`src/rtl/m_instruction_encoder.sv`:
```
// m_instruction_encoder: two-stage RV32I field-to-word encoder with valid/ready, optional IMM_CHECK_EN range flag
module m_instruction_encoder #(
  parameter int CNT_W = 16
) (
  input  logic             clk,
  input  logic             rst,
  input  logic             in_valid,
  output logic             in_ready,
  input  logic [4:0]       opcode5,
  input  logic [4:0]       rd,
  input  logic [4:0]       rs1,
  input  logic [4:0]       rs2,
  input  logic [2:0]       funct3,
  input  logic [6:0]       funct7,
  input  logic [31:0]      imm,
  output logic             out_valid,
  input  logic             out_ready,
  output logic [31:0]      out_inst,
  output logic [5:0]       out_fmt,
  output logic             out_err,
  output logic [CNT_W-1:0] out_count
);
  logic        s1_valid, s2_valid, s1_adv, s2_adv;
  logic [4:0]  s1_op, s1_rd, s1_rs1, s1_rs2;
  logic [2:0]  s1_f3;
  logic [6:0]  s1_f7;
  logic [31:0] s1_imm, inst;
  logic [5:0]  s1_fmt, fmt;
  logic [6:0]  opc;
  logic        err;
  assign out_valid = s2_valid;
  always_comb begin
    s2_adv   = !s2_valid || out_ready;
    s1_adv   = s1_valid && s2_adv;
    in_ready = !s1_valid || s2_adv;
    fmt[5]   = opcode5 == 5'b01100;
    fmt[3]   = opcode5 == 5'b01000;
    fmt[2]   = opcode5 == 5'b11000;
    fmt[1]   = opcode5 == 5'b01101 || opcode5 == 5'b00101;
    fmt[0]   = opcode5 == 5'b11011;
    fmt[4]   = ~|{fmt[5], fmt[3:0]};
    opc      = {s1_op, 2'b11};
    inst     = s1_fmt[5] ? {s1_f7, s1_rs2, s1_rs1, s1_f3, s1_rd, opc} :
               s1_fmt[3] ? {s1_imm[11:5], s1_rs2, s1_rs1, s1_f3, s1_imm[4:0], opc} :
               s1_fmt[2] ? {s1_imm[12], s1_imm[10:5], s1_rs2, s1_rs1, s1_f3, s1_imm[4:1], s1_imm[11], opc} :
               s1_fmt[1] ? {s1_imm[31:12], s1_rd, opc} :
               s1_fmt[0] ? {s1_imm[20], s1_imm[10:1], s1_imm[11], s1_imm[19:12], s1_rd, opc} :
                           {s1_imm[11:0], s1_rs1, s1_f3, s1_rd, opc};
`ifdef IMM_CHECK_EN
    err      = (s1_fmt[4] || s1_fmt[3]) ? s1_imm[31:11] != {21{s1_imm[11]}} :
               s1_fmt[2] ? (s1_imm[31:12] != {20{s1_imm[12]}}) || s1_imm[0] :
               s1_fmt[0] ? (s1_imm[31:20] != {12{s1_imm[20]}}) || s1_imm[0] :
               s1_fmt[1] ? |s1_imm[11:0] : 1'b0;
`else
    err      = 1'b0;
`endif
  end
`ifndef IMM_CHECK_EN
  logic unused_imm0;
  assign unused_imm0 = s1_imm[0];
`endif
  always_ff @(posedge clk) begin
    if (rst) begin
      s1_valid  <= 1'b0;
      s2_valid  <= 1'b0;
      out_inst  <= '0;
      out_fmt   <= '0;
      out_err   <= 1'b0;
      out_count <= '0;
    end else begin
      if (in_ready) begin
        s1_valid <= in_valid;
        if (in_valid) begin
          s1_op  <= opcode5;
          s1_rd  <= rd;
          s1_rs1 <= rs1;
          s1_rs2 <= rs2;
          s1_f3  <= funct3;
          s1_f7  <= funct7;
          s1_imm <= imm;
          s1_fmt <= fmt;
        end
      end
      if (s2_adv) begin
        s2_valid <= s1_valid;
        if (s1_adv) begin
          out_inst <= inst;
          out_fmt  <= s1_fmt;
          out_err  <= err;
        end
      end
      if (s2_valid && out_ready) out_count <= out_count + 1'b1;
    end
  end
endmodule

```
`config.mk`:
```
export PLATFORM = sky130hd
export DESIGN_NAME = m_instruction_encoder
export DESIGN_NICKNAME = d
export VERILOG_FILES = /design/src/rtl/m_instruction_encoder.sv
export SDC_FILE = /design/constraint.sdc
export NUM_CORES = 1
export LEC_CHECK = 0
export CAP_MARGIN = 20
export CORE_UTILIZATION = 48
export CTS_CLUSTER_DIAMETER = 50
export DETAILED_ROUTE_END_ITERATION = 12
export PLACE_DENSITY_LB_ADDON = 0.15
export SLEW_MARGIN = 25
export SYNTH_ARGS = -nofsm -noshare
export SYNTH_HDL_FRONTEND = slang
export SYNTH_SLANG_ARGS = --single-unit
export TNS_END_PERCENT = 1
```
`constraint.sdc`:
```
create_clock -name clk -period 3.6 [get_ports clk]
set_input_delay 0.72 -clock clk [delete_from_list [all_inputs] [get_ports clk]]
set_output_delay 0.72 -clock clk [all_outputs]
set_load 0.005 [all_outputs]
```
# [Yosys cells after proc, flatten, opt, wreduce, memory -nomap -nowiden]
# Cells that the tools add are included.
[word_totals] regBits=124 latch_bits=0 ramBits=0 romBits=0 inputBits=66 out_inout_bits=57 word_cells=37 mem_count=0
[op_classes] addsub=1 multipliers=0 div=0 n_lt_le_gt_ge=0 eq_ne=6 shift=0 n_mux=5 bitwise=1 reduce_logical=11
[ops] operator="two-way mux 32 bit" count=5
[ops] operator="adder 16 x 1 -> 16 bit, second input constant" count=1
[ops] operator="equality test 5 x 4 -> 1 bit, second input constant" count=3
[ops] operator="equality test 5 bit, second input constant" count=2
[ops] operator="equality test 5 x 3 -> 1 bit, second input constant" count=1
[ops] operator="OR reduction 5 bit" count=1
[ops] operator="zero test 1 bit" count=3
[ops] operator="logical OR 1 bit" count=3
[ops] operator="AND reduction 3 bit" count=1
[ops] operator="logical AND 1 bit" count=2
[ops] operator="AND reduction 2 bit" count=1
[ops] operator="inverter 1 bit" count=1

# [Longest topological paths before layout]
[depth] depth_word=5 ltp_mapped=6 mapped_depth_nobuf=5

# [Worst setup path before layout]
# No wires, ideal clock.
[synth_path] kind="in2reg" start="in out_ready" end="reg s1_f3[0], enable pin" setup_time_ps=434 arrival_ps=2691 t_required_ps=3166 slack_ps=475 path_stages=3 n_path_buf=0 path_cell_list="and2b_2 -> nand2_1 -> and3b_1"
[synth_between] elab_chain_cells=3
[synth_rtl] item="start: declaration" line="17" source="input logic out_ready,"
[synth_rtl] item="logical OR 1 bit" line="33" source="s2_adv = !s2_valid || out_ready;"
[synth_rtl] item="logical OR 1 bit" line="35" source="in_ready = !s1_valid || s2_adv;"
[synth_rtl] item="net in_ready" line="8" source="output logic in_ready,"
[synth_rtl] item="AND reduction 3 bit (no line)"
[synth_rtl] item="end signal: assignment" line="78" source="s1_f3 <= funct3;"
[synth_rtl] item="end: declaration" line="25" source="logic [2:0] s1_f3;"
# The timed path passes the listed nets, and every way through them passes these cells.
# A chain may end at the register's enable or synchronous reset.

# [Worst setup path in the final report]
[layout_path] start="in out_ready" end="out in_ready"
[layout_between] elab_chain_cells=2
[layout_rtl] item="logical OR 1 bit" line="33"
[layout_rtl] item="logical OR 1 bit" line="35"
[layout_rtl] item="end: declaration" line="8"
# No other way between the ends.

==> impl_metrics.tcl <==
set metrics [dict create \
    n_antenna_cell 0 \
    worst_pin_slew_ns 0.656 \
    hold_buffers 0 \
    die_area_mm2 0.0101 \
    ant_nets 0 \
    fin_crit_sh_pct 81.1 \
    slew_viol_final 0 \
    antenna_found_initial 0 \
    yosysTopAreaCell "edfxtp_1" \
    drive_above_1_share_pct 10.1 \
    synthArstFlopShare_pct 0 \
    grt_max_degree 59 \
    fin_skew_ns 0.00867 \
    period_minus_slack_ns 2.92 \
    outcome "completed" \
    grt_pass1_wl_mm 15.1 \
    cts-buffers-inserted 17 \
    yosysTopAreaCellShare_pct 43.7 \
    synth-edff-count 68 \
    ctsResizeCount 0 \
    p_per_area_mw_per_mm2 498 \
    drc 0 \
    cts_setup_buffers 0 \
    syn_nets 453 \
    path_class "input port to primary output" \
    h-tree-depth 4 \
    die_y_um 101 \
    synthCells 386 \
    yosysMostFrequentCell "edfxtp_1" \
    yosys_warnings 0 \
    core_area_mm2 0.00933 \
    dp_slack_ns 0.683 \
    row_count 35 \
    cap_violations 0 \
    drt-wirelength-per-cell_um 14.4 \
    vias 3302 \
    syn2layout_area_growth_pct 39.6 \
    endpoint "in_ready" \
    synth_common_cells "edfxtp_1 (68), dfxtp_1 (55), nand2_1 (48)" \
    ys_top_cells_by_area "edfxtp_1 (44%), dfxtp_1 (24%), mux2i_1 (4.1%), nand2_1 (3.9%), a21oi_1 (3.2%)" \
    worst_slack_ns 0.681 \
    avgSynthCellArea_um2 12.1 \
    nNetsFinal 577 \
    rsz0062_at_grt "false" \
    cp-start-kind "input port" \
    via_per_inst 5.06 \
    reg2reg_to "out_inst[13]" \
    grt_pass1_vias 3263 \
    synth.distinct_cells 41 \
    hold_path.class "register to register" \
    die_x_um 101 \
    crit_path_end_kind "primary output" \
    maxSlewHeadroom_pct 55.8 \
    place_congestion 0.767 \
    cts.sink_count 123 \
    clk_pin_slew_ns 0.06 \
    critPathLaunch "out_ready" \
    start_util_pct 50.1 \
    worstSkewPairLatency_ns 0.50 \
    p_leak_nw 2.24 \
    setup_viol 0 \
    cts_buffer_depth 2 \
    yosysSeqAreaShare_pct 67.3 \
    gr-total-overflow 0 \
    fmax_mhz 343 \
    cts_tree "built" \
    portBuffers 121 \
    cp.required_ns 2.88 \
    track_usage_pct 19.6 \
    tns_ns 0 \
    crit_fanout 7 \
    io_pins 123 \
    hold_viol 0 \
    ys.flop_type "edfxtp_1" \
    wirelength_mm 9.36 \
    r2r-start "s1_fmt[5]" \
    rrSetupSlack_ns 1.53 \
    drtIter0Drc 89 \
    ir_drop_v 0.000353 \
    firstDrtPassIters 4 \
    netlist_area_mm2 0.00467 \
    synth-seq-cells 123 \
    r2r_cells 5 \
    ctsRootBufferMaster "clkbuf_8" \
    place_hpwl_mm 6.46 \
    arrival_ns 2.20 \
]
-- cell usage in the layout, fill, tap and decap left out, drive strengths merged, types with 4 or more instances in the layout --
| master | synthesis | layout |
|---|---|---|
| mux2i | 19 | 19 |
| inv | 7 | 7 |
| clkbuf | 13 | 21 |
| edfxtp | 68 | 68 |
| o21ai | 5 | 5 |
| nand3 | 7 | 7 |
| dfxtp | 55 | 55 |
| buf | 9 | 7 |
| clkdlybuf4s50 | 0 | 120 |
| nand2b | 11 | 11 |
| clkinv | 0 | 6 |
| mux2 | 7 | 7 |
| nor2 | 34 | 34 |
| a211oi | 16 | 16 |
| clkinvlp | 0 | 5 |
| xor2 | 5 | 5 |
| nor3 | 9 | 9 |
| o211ai | 11 | 11 |
| a21oi | 30 | 30 |
| nand2 | 48 | 48 |
| xnor2 | 4 | 4 |
| or3 | 4 | 4 |
-- worst min-delay path by stage --
stage | startpoint | end | slack [ns] | depth (start not counted)
after global routing | out_inst[29] | out_inst[29] | 0.48 | 2
after detailed placement | out_inst[4] | out_inst[4] | 0.45 | 2
after floorplan | out_fmt[0] | out_fmt[0] | 0.45 | 2
after global placement | out_inst[28] | out_inst[28] | 0.44 | 2
final | out_inst[4] | out_inst[4] | 0.45 | 2
after CTS | out_inst[4] | out_inst[4] | 0.46 | 2
-- cells by family (layout without fill, tap and decap cells) --
group | count (synthesis) | after routing | synth area share (%)
simple gates | 129 | 129 | 13.2
flops | 123 | 123 | 67.3
compound gates | 68 | 68 | 9.10
buf+inv | 29 | 166 | 2.62
mux | 26 | 26 | 5.76
xor+xnor | 9 | 9 | 1.69
fa+ha+maj | 1 | 1 | 0.268
other cells | 1 | 1 | 0.0802
-- layout make-up --
class / count / area (µm²)
clock buffer: 21 / 439
clock inverter: 11 / 73.8
fill: 720 / 2800
inverter: 7 / 26.3
multi-input combinational: 234 / 1420
sequential: 123 / 3140
tap: 129 / 161
timing repair buffer: 127 / 1260
-- worst max-delay path, stage by stage --
cell	delay [ns]
clkdlybuf4s50_1	0.59
and2b_2	0.29
nand2_1	0.09
clkdlybuf4s50_1	0.50
-- registers in the layout (all words and copies together) (netlist names), 3 cells and up --
signal,count
out_fmt,6
s1_rs2,5
s1_op,5
s1_fmt,6
s1_rd,5
out_count,16
s1_imm,32
s1_rs1,5
s1_f3,3
s1_f7,7
out_inst,31
-- stage by stage --
stage          util [%]  total power, mW  cells  hold slack, ns  area, µm²
4_1_cts            69.9             3.27    652           0.456       6520
3_3_place_gp       64.4             1.83    620           0.443       6010
6_report           69.9             3.25    652           0.451       6520
3_5_place_dp       64.4             1.84    620           0.448       6010
2_1_floorplan         -             1.69    386           0.453       4670
5_1_grt            69.9             3.37    652           0.477       6520
-- per-layer routing --
| metal | vias to the layer above | routed length, µm | GRT usage (%) |
|---|---|---|---|
| met5 | - | 0 | 0 |
| met4 | 0 | 101 | 6.02 |
| met3 | 11 | 457 | 6.10 |
| met2 | 88 | 4740 | 33.5 |
| met1 | 1571 | 4060 | 23.7 |
| li1 | 1632 | - | - |
-- power breakdown --
group	switching, mW	internal, mW
sequential	0.0266	1.55
clock	0.584	0.857
combinational	0.0972	0.140
total	0.707	2.54
No activity file was read; power rests on OpenSTA's default activity.
